**src/rtl/rx_word_assembler.sv**
```systemverilog
// Packs UART receiver bytes little-endian into 32-bit words and queues them in a FWFT FIFO.
// Optional partial-word timeout enabled by defining RX_WORD_TIMEOUT_EN.
module rx_word_assembler #(
    parameter int DEPTH   = 4,
    parameter int TIMEOUT = 64
) (
    input  logic                     clk,
    input  logic                     res_n,
    input  logic [7:0]               in_byte,
    input  logic                     in_rdy,
    output logic [31:0]              out_word,
    output logic                     out_valid,
    input  logic                     out_ready,
    output logic [$clog2(DEPTH):0]   level,
    output logic [1:0]               byte_idx,
    output logic                     overflow,
    output logic                     frame_err,
    input  logic                     clr_status
);

    localparam int PTR_W = $clog2(DEPTH);
    localparam int LVL_W = PTR_W + 1;
    localparam logic [LVL_W-1:0] FULL_LVL = LVL_W'(DEPTH);

    if (DEPTH < 2 || (DEPTH & (DEPTH - 1)) != 0 || TIMEOUT < 2) begin : g_param_check
        $error("rx_word_assembler: DEPTH must be a power of 2 >= 2 and TIMEOUT >= 2");
    end

    typedef enum logic {
        IDLE,
        COLLECT
    } asm_state_t;

    asm_state_t        state;
    logic [23:0]       partial;
    logic [31:0]       mem [DEPTH];
    logic [PTR_W-1:0]  wr_ptr;
    logic [PTR_W-1:0]  rd_ptr;
    logic              word_done;
    logic              pop;
    logic              push_ok;
    logic              timeout_hit;
    logic [31:0]       full_word;

    assign word_done = in_rdy && state == COLLECT && byte_idx == 2'd3;
    assign full_word = {in_byte, partial};
    assign out_valid = level != '0;
    assign pop       = out_valid && out_ready;
    // A pop on the same edge frees the slot the new word needs, so a full FIFO still accepts.
    assign push_ok   = word_done && (level != FULL_LVL || pop);
    assign out_word  = out_valid ? mem[rd_ptr] : '0;

    always_ff @(posedge clk or negedge res_n) begin
        if (!res_n) begin
            state    <= IDLE;
            byte_idx <= 2'd0;
            partial  <= '0;
        end else if (in_rdy) begin
            case (byte_idx)
                2'd0:    partial[7:0]   <= in_byte;
                2'd1:    partial[15:8]  <= in_byte;
                2'd2:    partial[23:16] <= in_byte;
                default: partial        <= '0;
            endcase
            byte_idx <= byte_idx + 2'd1;
            state    <= (byte_idx == 2'd3) ? IDLE : COLLECT;
        end else if (timeout_hit) begin
            state    <= IDLE;
            byte_idx <= 2'd0;
            partial  <= '0;
        end
    end

`ifdef RX_WORD_TIMEOUT_EN
    localparam int CNT_W = (TIMEOUT > 2) ? $clog2(TIMEOUT) : 1;
    localparam logic [CNT_W-1:0] CNT_LAST = CNT_W'(TIMEOUT - 1);

    logic [CNT_W-1:0] idle_cnt;

    // A byte arriving on the expiry cycle wins over the timeout.
    assign timeout_hit = state == COLLECT && !in_rdy && idle_cnt == CNT_LAST;

    always_ff @(posedge clk or negedge res_n) begin
        if (!res_n) begin
            idle_cnt  <= '0;
            frame_err <= 1'b0;
        end else begin
            if (in_rdy || state == IDLE || timeout_hit) idle_cnt <= '0;
            else                                         idle_cnt <= idle_cnt + CNT_W'(1);
            if (timeout_hit)     frame_err <= 1'b1;
            else if (clr_status) frame_err <= 1'b0;
        end
    end
`else
    assign timeout_hit = 1'b0;
    assign frame_err   = 1'b0;
`endif

    always_ff @(posedge clk or negedge res_n) begin
        if (!res_n) begin
            wr_ptr   <= '0;
            rd_ptr   <= '0;
            level    <= '0;
            overflow <= 1'b0;
        end else begin
            if (push_ok) wr_ptr <= wr_ptr + PTR_W'(1);
            if (pop)     rd_ptr <= rd_ptr + PTR_W'(1);
            case ({push_ok, pop})
                2'b10:   level <= level + LVL_W'(1);
                2'b01:   level <= level - LVL_W'(1);
                default: level <= level;
            endcase
            if (word_done && !push_ok) overflow <= 1'b1;
            else if (clr_status)       overflow <= 1'b0;
        end
    end

    // NOTE: storage has no reset; stale entries are never visible because out_word is
    // masked by out_valid, and leaving them unreset lets the array map to plain RAM.
    always_ff @(posedge clk) begin
        if (push_ok) mem[wr_ptr] <= full_word;
    end

endmodule

```
**config.mk**
```make
export PLATFORM = sky130hd
export DESIGN_NAME = rx_word_assembler
export DESIGN_NICKNAME = d
export VERILOG_FILES = /design/src/rtl/rx_word_assembler.sv
export SDC_FILE = /design/constraint.sdc
export NUM_CORES = 1
export LEC_CHECK = 0
export ABC_AREA = 1
export BUFFER_PORTS_ARGS = -buffer_cell sky130_fd_sc_hd__buf_4
export CAP_MARGIN = 40
export CORE_UTILIZATION = 50
export CTS_CLUSTER_DIAMETER = 100
export CTS_CLUSTER_SIZE = 8
export DETAILED_ROUTE_END_ITERATION = 6
export GPL_TIMING_DRIVEN = 0
export PLACE_DENSITY = 0.67
export SLEW_MARGIN = 40
export SYNTH_ARGS = -nofsm -noshare
export SYNTH_HDL_FRONTEND = slang
export SYNTH_SLANG_ARGS = --single-unit
```
**constraint.sdc**
```tcl
create_clock -name clk -period 3.64 [get_ports clk]
set_input_delay 0.728 -clock clk [delete_from_list [all_inputs] [get_ports clk]]
set_output_delay 0.728 -clock clk [all_outputs]
set_load 0.02 [all_outputs]
```
[After elaboration in Yosys (flattened, before gate mapping)]
Memory sizes are Yosys's and may differ from the RTL's.
Cells that the tools add are included.
Storage, ports and cells
  bits in registers: 35
  bits in writable memories: 128
  bits of input ports: 13
  output and inout bits: 40
  word-level logic and storage cells: 51
  memories kept: 1
Operators by class
  $add $sub $neg: 5
  equality and inequality tests: 6
  mux-type cells: 10
  bitwise logic cells: 3
  reductions and logical operators: 17
Memory list
  mem: depth 4, bits a word 32, rd ports 1, clocked after memory_dff 0, wr ports 1, line 36  | logic [31:0] mem [DEPTH];
Operator list (count)
  8-bit case mux with 2 select lines: 3
  32-bit 2-to-1 mux: 1
  2-bit by 1-bit adder with 2-bit output, second input constant: 3
  2-bit == test, second input constant: 3
  3-bit case mux with 2 select lines: 1
  2-bit AND reduction: 3
  2-bit OR reduction: 3
  1-bit logical AND: 5
  1-bit 2-to-1 mux: 5
  2-bit by 1-bit == test with 1-bit output, second input constant: 2
  2-bit nonzero test: 2
  3-bit by 1-bit adder with 3-bit output, second input constant: 1
  3-bit inequality test, second input constant: 1
  1-bit inverter: 3
  3-bit nonzero test: 1
  3-bit by 1-bit subtractor with 3-bit output, second input constant: 1
  2-bit zero test: 1
  1-bit zero test: 1
  1-bit logical OR: 1

[Logic depth before layout (Yosys ltp)]
  depth in word-level cells: 7
  depth in mapped cells: 10

[Worst setup path after synthesis]
OpenSTA, ideal clock, no wires.
  kind: input to register
  start point: input port in_rdy
  end point: memory mem[0][0], enable pin
  setup time: 0.421 ns
  arrival time: 2.453 ns
  path slack: 0.766 ns
  cell stages on the path: 4
  buffers on the path: 0
  path through: nand2_1 nor2_4 nand2_1 nor2_1
Between the ends
  word-level cells in the longest chain between the ends: 5
RTL lines
  start, declared: line 10  | input logic in_rdy,
  1-bit logical AND (2 in series): line 45  | assign word_done = in_rdy && state == COLLECT && byte_idx == 2'd3;
  1-bit logical AND: line 50  | assign push_ok = word_done && (level != FULL_LVL || pop);
  1-bit 2-to-1 mux: line 121  | if (push_ok) mem[wr_ptr] <= full_word;
  1-bit 2-to-1 mux (not written as such): line 121
  end, declared: line 36
Every way passes these cells.

[Worst setup path in the final report]
  start point: register rd_ptr[0]
  end point: output port out_word[2]
Between the ends
  word-level cells in the longest chain between the ends: 2
RTL lines
  start, declared: line 38  | logic [PTR_W-1:0] rd_ptr;
  start signal, assigned: line 107  | if (pop) rd_ptr <= rd_ptr + PTR_W'(1);
  memory read 4 x 32 bit
  32-bit 2-to-1 mux: line 51  | assign out_word = out_valid ? mem[rd_ptr] : '0;
  end, declared: line 11  | output logic [31:0] out_word,
Every way passes these cells.

==> out/results.txt <==
Fmax -> 363 MHz
Residual DRC -> 0
Setup ws final -> 0.886 ns
Area grow syn2layout -> 20.9%
Antenna diodes -> 0
Startpoint types -> register
Antenna viol nets, final -> 0
Initial Util -> 52.0%
Worst-margin pin slew -> 0.610 ns
Leakage power -> 3.12 nW
GR Util All Layers -> 22.1%
Fillers -> 999
Final setup TNS -> 0 ns
Average routed wire per standard cell -> 17.3 um
Syn_area_per_cell -> 11.9 um2
Pre-antenna DRT Iters -> 7
Clk Latency, worst-skew pair -> 0.42 ns
Worst R2R Path Depth -> 6
Share of layout cells above drive strength 1 -> 19.5%
Finished Layout Cells -> 823
Antenna violations before repair -> 0
Core footprint -> 0.0128 mm2
Total die area -> 0.0138 mm2
Row count -> 41
Post-Route Skew -> 0.00735 ns
Die X -> 117 um
Largest net degree at the start of global routing -> 36
CTS tree -> built
CP required -> 2.91 ns
Rel. slew slack -> 59.2%
RSZ-0062 raised after global routing -> no
Max-Cap Viols -> 0
Post-CTS setup buffers -> 0
Post-CTS Resized -> 0
Final min period -> 2.75 ns
Period utilization -> 75.7%
Multi-input logic area -> 0.00163 mm2
#FFs+latches synth -> 163
Ranking of synthesized cells by area -> edfxtp_1 (58%), dfrtp_1 (13%), nor2_1 (7.7%), o21ai_0 (4.2%), a21oi_1 (2.6%)
Grt ovf -> 0
Power Dens Cells -> 922 mW/mm2
Outcome -> completed
CTS H-tree depth -> 4
Clock slew at reported path FFs -> 0.06 ns
HP Class -> primary input to asynchronous set/reset pin
Final GP Congestion -> 0.748
CTS buffer count -> 17
Total power -> 7.43 mW
Avg Vias per Cell -> 5.27
Final net count -> 660
Yosys top cell area share -> 57.7%
Cell variety after synth -> 26
Seq/Total Area, Yosys -> 70.8%
Vias in the first global route -> 4250
Final setup viols -> 0
Pre-CTS WS -> 1.03 ns
Register area -> 0.00472 mm2
Final core occ -> 62.8%
CTS Hold Buffers Added -> 0
Cell area after layout -> 0.00806 mm2
DP Wirelength -> 9050 um
Max VDD drop -> 0.000476 V
Post-DP Area -> 0.00742 mm2
Fin Hold WS -> 0.264 ns
Crit path max fanout -> 10
Die Height -> 117 um
Routed Wire Length -> 14300 um
Synthesized instance count -> 562
Area leader, netlist -> edfxtp_1
Vias -> 4341
Worst EP arrival -> 2.03 ns
Root buffer cell -> clkbuf_16
CP endpoint kind -> primary output
Final hold vios -> 0
Placed Cells -> 791
Critical path class -> register to primary output
CTS max path bufs -> 2
Clk sinks -> 163
YS warnings -> 0
Top Ports -> 53
Syn_nets -> 584
IO Port Bufs -> 51
First-pass GRT wire length -> 22800 um
Max-slew violation count -> 0
Initial drt markers -> 342
Post-Syn Area -> 0.00666 mm2
==> layer usage <==
metal	vias up	share of wire, %	global-route usage (%)
met4	0	2.2	10.9
met2	126	48	34.4
met3	22	4.7	4.62
met5	-	0	0
li1	2095	-	-
met1	2098	45	29.6
==> Yosys cell counts, drive strengths merged <==
cell type	instances
clkbuf	8
xor2	3
o21ai	89
buf	24
edfxtp	128
fa	1
nand2	20
ha	8
nand4	2
a21oi	35
o21a	1
conb	1
inv	36
o22ai	1
nor2	139
dfrtp	35
nand3	29
nor3	2
==> flip-flops by register name, summed over array words and instances (netlist names) <==
name      count
state         1
rd_ptr        2
byte_idx      2
mem         128
overflow      1
wr_ptr        2
partial      24
level         3
==> worst max-delay path, stage by stage, from the launching register on <==
cell      delay [ns]
dfrtp_1         0.41
inv_2           0.07
buf_4           0.18
clkbuf_1        0.40
o21ai_0         0.18
a21oi_1         0.19
buf_4           0.17
==> cell usage in the layout, fill, tap and decap left out, types with 6 or more instances in the layout <==
cell	count
a21oi_1	35
buf_2	12
buf_4	56
buf_6	7
clkbuf_16	17
dfrtp_1	35
edfxtp_1	128
ha_1	8
inv_1	34
nand2_1	18
nand3_1	28
nor2_1	133
nor2_4	6
o21ai_0	56
o21ai_1	33
==> kinds of logic (layout without fill, tap and decap cells) <==
kind of cell | Yosys count | after routing | share of synthesized area, %
buffers and inverters | 68 | 157 | 5.20
AOI/OAI and AO/OA | 126 | 126 | 9.52
and+or+nand+nor | 192 | 192 | 12.2
adders and majority gates | 9 | 9 | 1.80
DFF | 163 | 163 | 70.8
xor gates and xnor gates | 3 | 3 | 0.394
other | 1 | 1 | 0.0563
==> path summary, 6_finish.rpt <==
kind | startpoint | end | slack (ns)
min in group clk | clr_status | overflow | 0.50
worst min register to register | state | state | 0.51
max in group asynchronous | res_n | partial[20] | 3.06
worst min-delay path | res_n | partial[12] | 0.26
worst max register to register | byte_idx[0] | mem[3][4] | 1.27
worst max-delay path | rd_ptr[0] | out_word[2] | 0.89
==> power by group <==
group          internal, mW  leakage [nW]  switching [mW]
Combinational          1.08          1.18            1.85
Sequential             2.40          1.63           0.198
Clock                  1.21         0.309           0.694
Total                  4.69          3.12            2.74
==> area by class of cell <==
| class | instances | share of cell area, % |
|---|---|---|
| clock inverters | 14 | 2.61 |
| well taps | 172 | 2.67 |
| inverters | 36 | 1.68 |
| plain buffers | 32 | 2.62 |
| flip-flops and latches | 163 | 58.6 |
| multi-input cells | 331 | 20.2 |
| repair buffers | 57 | 6.34 |
| clock buffers | 18 | 5.33 |
No activity file was read; power rests on OpenSTA's default activity.
